### src/rtl/fifo_wr_arbiter.sv
// Round-robin scheduler sharing one FIFO write port between two requesters,
// with occupancy throttling and a bounded burst per grant.
module fifo_wr_arbiter #(
   parameter int DEPTH     = 8,
   parameter int MAX_BURST = 4
) (
   input  logic        clk,
   input  logic        reset_n,
   input  logic        req0,
   input  logic        req1,
   input  logic [31:0] d_in0,
   input  logic [31:0] d_in1,
   input  logic [3:0]  data_count,
   output logic        gnt0,
   output logic        gnt1,
   output logic        acc0,
   output logic        acc1,
   output logic        wr_en,
   output logic [31:0] d_out
);

   // state | meaning
   // IDLE  | no owner, no write; arbitrates ties with 'last'
   // G0    | requester 0 owns the write port
   // G1    | requester 1 owns the write port
   typedef enum logic [1:0] {
      IDLE = 2'd0,
      G0   = 2'd1,
      G1   = 2'd2
   } state_t;

   localparam logic [2:0] BEAT_LAST = 3'(MAX_BURST - 1);

   state_t     state, state_nxt;
   logic       last, last_nxt;
   logic [2:0] beat_cnt, beat_nxt;
   logic       room;
   logic       wr_ok;

   assign room = (data_count < 4'(DEPTH));

   always_ff @(posedge clk or negedge reset_n) begin
      if (!reset_n) begin
         state    <= IDLE;
         last     <= 1'b1;
         beat_cnt <= 3'd0;
      end else begin
         state    <= state_nxt;
         last     <= last_nxt;
         beat_cnt <= beat_nxt;
      end
   end

   always_comb begin
      state_nxt = state;
      last_nxt  = last;
      beat_nxt  = beat_cnt;
      gnt0      = 1'b0;
      gnt1      = 1'b0;
      acc0      = 1'b0;
      acc1      = 1'b0;
      wr_ok     = 1'b0;
      d_out     = 32'h0;

      case (state)
         IDLE: begin
            beat_nxt = 3'd0;
            if (req0 && req1) state_nxt = last ? G0 : G1;
            else if (req0)    state_nxt = G0;
            else if (req1)    state_nxt = G1;
         end

         G0: begin
            gnt0  = 1'b1;
            d_out = d_in0;
            wr_ok = req0 && room;
            acc0  = wr_ok;
            if (!req0) begin
               last_nxt  = 1'b0;
               beat_nxt  = 3'd0;
               state_nxt = req1 ? G1 : IDLE;
            end else if (wr_ok) begin
               // burst limit: the last word still goes out on this edge
               if (beat_cnt == BEAT_LAST) begin
                  last_nxt = 1'b0;
                  beat_nxt = 3'd0;
                  if (req1) state_nxt = G1;
               end else begin
                  beat_nxt = beat_cnt + 3'd1;
               end
            end
         end

         G1: begin
            gnt1  = 1'b1;
            d_out = d_in1;
            wr_ok = req1 && room;
            acc1  = wr_ok;
            if (!req1) begin
               last_nxt  = 1'b1;
               beat_nxt  = 3'd0;
               state_nxt = req0 ? G0 : IDLE;
            end else if (wr_ok) begin
               if (beat_cnt == BEAT_LAST) begin
                  last_nxt = 1'b1;
                  beat_nxt = 3'd0;
                  if (req0) state_nxt = G0;
               end else begin
                  beat_nxt = beat_cnt + 3'd1;
               end
            end
         end

         default: begin
            state_nxt = IDLE;
            beat_nxt  = 3'd0;
         end
      endcase

      wr_en = wr_ok;
   end

endmodule

### config.mk
export PLATFORM = sky130hd
export DESIGN_NAME = fifo_wr_arbiter
export DESIGN_NICKNAME = d
export VERILOG_FILES = /design/src/rtl/fifo_wr_arbiter.sv
export SDC_FILE = /design/constraint.sdc
export NUM_CORES = 1
export LEC_CHECK = 0
export CORE_ASPECT_RATIO = 2
export CORE_MARGIN = 2
export CORE_UTILIZATION = 28
export CTS_BUF_LIST = sky130_fd_sc_hd__clkbuf_4 sky130_fd_sc_hd__clkbuf_8
export DETAILED_ROUTE_END_ITERATION = 10
export PLACE_DENSITY = 0.79
export SYNTH_ARGS = -nofsm -noshare
export SYNTH_HDL_FRONTEND = slang
export SYNTH_SLANG_ARGS = --single-unit
### constraint.sdc
create_clock -name clk -period 1.7 [get_ports clk]
set_input_delay 0.34 -clock clk [delete_from_list [all_inputs] [get_ports clk]]
set_output_delay 0.34 -clock clk [all_outputs]
set_load 0.02 [all_outputs]
## After elaboration in Yosys (flattened, before gate mapping)

Cells that the tools add are included.

| storage, ports and cells | value |
|---|---|
| output and inout bits | 37 |
| bits of input ports | 72 |
| logic and storage cells | 54 |
| register bits after elaboration | 6 |

| cells by class | value |
|---|---|
| add/sub/neg operators | 1 |
| reduce and logical (&&, ||, !) cells | 8 |
| equality and inequality tests | 8 |
| muxes and demuxes | 33 |
| magnitude comparators | 1 |

Operators with widths:

| cell | number |
|---|---|
| 32-bit one-hot mux with 2 select lines | 1 |
| 2-bit 2-to-1 mux | 12 |
| 3-bit 2-to-1 mux | 5 |
| 3-bit != test (second input constant) | 5 |
| 1-bit 2-to-1 mux | 11 |
| 5-bit AND reduction | 2 |
| 2-bit one-hot mux with 3 select lines | 1 |
| 3-bit one-hot mux with 2 select lines | 1 |
| 4-bit < comparator (second input constant) | 1 |
| 1-bit one-hot mux with 2 select lines | 2 |
| 3-bit by 1-bit adder with 3-bit output (second input constant) | 1 |
| 3-bit by 2-bit equality test with 1-bit output (second input constant) | 1 |
| 1-bit logical AND | 3 |
| 2-bit by 1-bit equality test with 1-bit output (second input constant) | 1 |
| 2-bit equality test (second input constant) | 1 |
| 2-bit logical NOT | 1 |
| 2-bit AND reduction | 1 |
| 2-bit nonzero test | 1 |

## Longest topological paths before layout

| logic depth | value |
|---|---|
| word-level depth | 5 |
| gate-level depth with buffers | 7 |
| depth with buffers taken out | 6 |

## Worst setup path after synthesis

Ideal clock, no wire load.

| path | value |
|---|---|
| path kind | register to output |
| from | register state[1] |
| to | output d_out[13] |
| arrival | 1.589 ns |
| required time | 1.360 ns |
| buffers on the path | 2 |
| cell stages (with the launch flop) | 7 |
| path slack | -0.229 ns |
| cells stage by stage | dfrtp_1 > inv_1 > ha_1 > buf_2 > buf_2 > a22oi_1 > nor2b_1 |

| on the way | value |
|---|---|
| cells in the longest elaborated chain, start to end | 2 |
| elaborated cells between the ends (all ways) | 3 |
| classes of those cells | 2 x eq/ne; 1 x mux |

RTL lines:

| what | line | text |
|---|---|---|
| from (decl) | 34 | `state_t state, state_nxt;` |
| from (signal assigned) | 48 | `state <= state_nxt;` |
| 2-bit equality test / 2-bit by 1-bit equality test with 1-bit output (equally long branches) | 65 | `case (state)` |
| 32-bit one-hot mux with 2 select lines * | 65 |  |
| to (decl) | 19 | `output logic [31:0] d_out` |

Every way passes the cells marked *; elsewhere a longest branch is shown, timed or not.

## Worst setup path after layout

| path | value |
|---|---|
| from | register state[1] |
| to | output d_out[19] |

Same word-level chain as after synthesis.

==> impl_metrics.tcl <==
set metrics [dict create \
    outcome "complete, but fails checks" \
    violations "negative setup slack" \
    fillers 157 \
    rsz0062_at_grt "true" \
    synth_area_sq_um 948 \
    worst_slack_ns -0.242 \
    skew_ns 0.00443 \
    crit_required_ns 1.36 \
    drt.antenna.violating_nets 0 \
    postSynthAreaPerCell_sq_um 7.59 \
    fmax_mhz 515 \
    final_cell_mix "clkdlybuf4s50_1, buf_6, a22oi_2" \
    path_max_fanout 9 \
    htree_num_levels 1 \
    dp_hpwl_um 3520 \
    timing.final.crit_share 1.14 \
    crit_path_end_kind "output pin" \
    mostFrequentLayoutCell "clkdlybuf4s50_1" \
    yosysSeqAreaShare 0.160 \
    grt_usage 0.243 \
    dieArea_sq_um 3900 \
    dp.cells 264 \
    relSlewSlack 0.791 \
    drive_above_1_share 0.589 \
    ys_types 23 \
    root_buffer "clkbuf_8" \
    drt_iter0_drc 23 \
    clk_pin_slew_ns 0.04 \
    grt_pass1_wl_um 7310 \
    grt_pass1_vias 1507 \
    ys_seq_elements 6 \
    antenna_cells 0 \
    antenna_found_initial 0 \
    wl_per_cell_um 21.4 \
    pwr-share-comb 0.891 \
    chipHeight_um 86.3 \
    r2r_end "state[1]" \
    power.density_nw_per_um2 1540 \
    core_area_sq_um 3190 \
    pwr-share-clk 0.057 \
    gp_congestion 0.727 \
    async_reset_ff_frac 1.00 \
    synth_flop_cell "dfrtp_1" \
    gr-total-overflow 0 \
    pre_cts_slack_ns -0.412 \
    synth_edf_count 0 \
    maxCapViolCount 0 \
    clock_tree.buffer_depth 2 \
    leakagePower_nw 1.07 \
    cp_slowest_cell "dfrtp_1" \
    rows 29 \
    switchingPower_mw 1.79 \
    synth_nets 202 \
    rr_startpoint "state[1]" \
    final-instance-count-excl-fill 279 \
    cts_inserted_buffers 3 \
    fin_nets 326 \
    critical_path.cell_chain "inv_2 > ha_4 > buf_12 > a22oi_2 > nor2b_1 > buf_4" \
    crit_type "register to output pin" \
    grt_start_max_net_pins 27 \
    clock_sinks 6 \
    hold_path_class "input port to async pin" \
    yosysTopAreaCell "a22oi_1" \
    start_util 0.297 \
    clk_latency_ns 0.23 \
    first_pass_iters 4 \
    reg2reg_depth 7 \
    io_buffers 105 \
    cpPeakStageDelay_ns 0.41 \
    synth_cells 125 \
    die_x_um 45.2 \
    critPathLaunchType "register" \
    via_count 1535 \
    tightest_slew_ns 0.312 \
    power_frac_seq 0.051 \
    peakVddDrop_mv 1.07 \
    drc 0 \
    finalCriticalPeriod_ns 1.94 \
    final-max-slew-violation-count 0 \
    synth_top_cells_by_area "a22oi_1, nor2b_1, dfrtp_1" \
    worst_hold_slack_ns 0.360 \
    wl_um 5980 \
    p_int_mw 2.37 \
    design.portCount 109 \
    via_per_inst 5.50 \
    areaGrowthSynthToFinish_pct 184 \
    yosys_warnings 0 \
    switching_share 0.431 \
    finalSetupViolations 35 \
    crit_arrival_ns 1.60 \
    reg2reg_slack_ns 0.02 \
    synth_top_area_frac 0.253 \
    cts_tree "done" \
    hold_viol_final 0 \
]
[registers in the layout, summed over array words and instances (netlist names)]
name and flops:
last 1, state 2, beat_cnt 3
[synthesized netlist by cell type (2+ instances only)]
cell type   n
o21ai_1     2
inv_1       3
a22oi_1    32
buf_2       8
dfrtp_1     5
a21oi_2     2
nor2_1     10
clkbuf_1    3
nor2b_1    34
o31ai_1     2
nand2_1     5
a21oi_1     3
ha_1        5
nand2b_1    2
[worst max-delay path, delay by kind of cell, from the launching register on]
family	cells	cell delay, ns
buffers and inverters	3	0.48
DFF	1	0.41
and+or+nand+nor	1	0.17
AOI/OAI and AO/OA	1	0.07
adders and majority gates	1	0.25
[area by class of cell]
type,count,area (sq um),share of cell area
multi-input combinational,104,1030,0.382
timing repair buffer,131,1420,0.526
tap,31,38.8,0.0144
clock buffer,4,48.8,0.0181
inverter,3,11.3,0.00417
sequential,6,151,0.0561
[metal layers]
layer	vias up	global-route usage	part of all wire
met2	86	0.481	0.58
li1	700	-	-
met1	732	0.236	0.31
met4	0	0.0722	0.036
met5	-	0	0
met3	17	0.0396	0.073
[power groups by stage]
stage	sequential, mW	clock, mW	combinational, mW
after floorplan	0.207	0	1.61
after global placement	0.202	0	2.67
after detailed placement	0.206	0	2.74
after CTS	0.210	0.243	3.21
after global routing	0.216	0.247	3.87
final	0.213	0.238	3.70
[stage by stage]
step	instance area [sq um]	utilization	total power, mW	TNS [ns]
2_1_floorplan	1040	-	1.82	-1.20
3_3_place_gp	2220	0.694	2.87	-11.92
3_5_place_dp	2220	0.694	2.94	-13.67
4_1_cts	2500	0.782	3.66	-4.25
5_1_grt	2700	0.845	4.33	-6.95
6_report	2700	0.845	4.16	-5.72
[cell families after synthesis]
kind of cell | Yosys count | synth area share
fa+ha+maj | 5 | 0.0660
flops | 6 | 0.160
simple gates | 53 | 0.315
buf+inv | 15 | 0.0778
mux | 1 | 0.0158
compound gates | 45 | 0.365
[worst max path at each step]
stage	slack (ns)	end	startpoint
3_5_place_dp	-0.41	d_out[14]	state[1]
2_1_floorplan	-0.04	d_out[13]	state[1]
5_1_grt	-0.28	d_out[19]	state[1]
6_report	-0.24	d_out[19]	state[1]
3_3_place_gp	-0.35	d_out[29]	state[1]
4_1_cts	-0.18	d_out[27]	state[1]
[repair_timing]
item / in CTS / in global routing
setup endpoints to repair: 37 / 39
gates resized for setup: 236 / 24
cloned: 2 / 4
pin swaps: 7 / 7
setup buffers: 2 / 3
hold buffers: 0 / 0
Power figures use the tool's default switching activity.
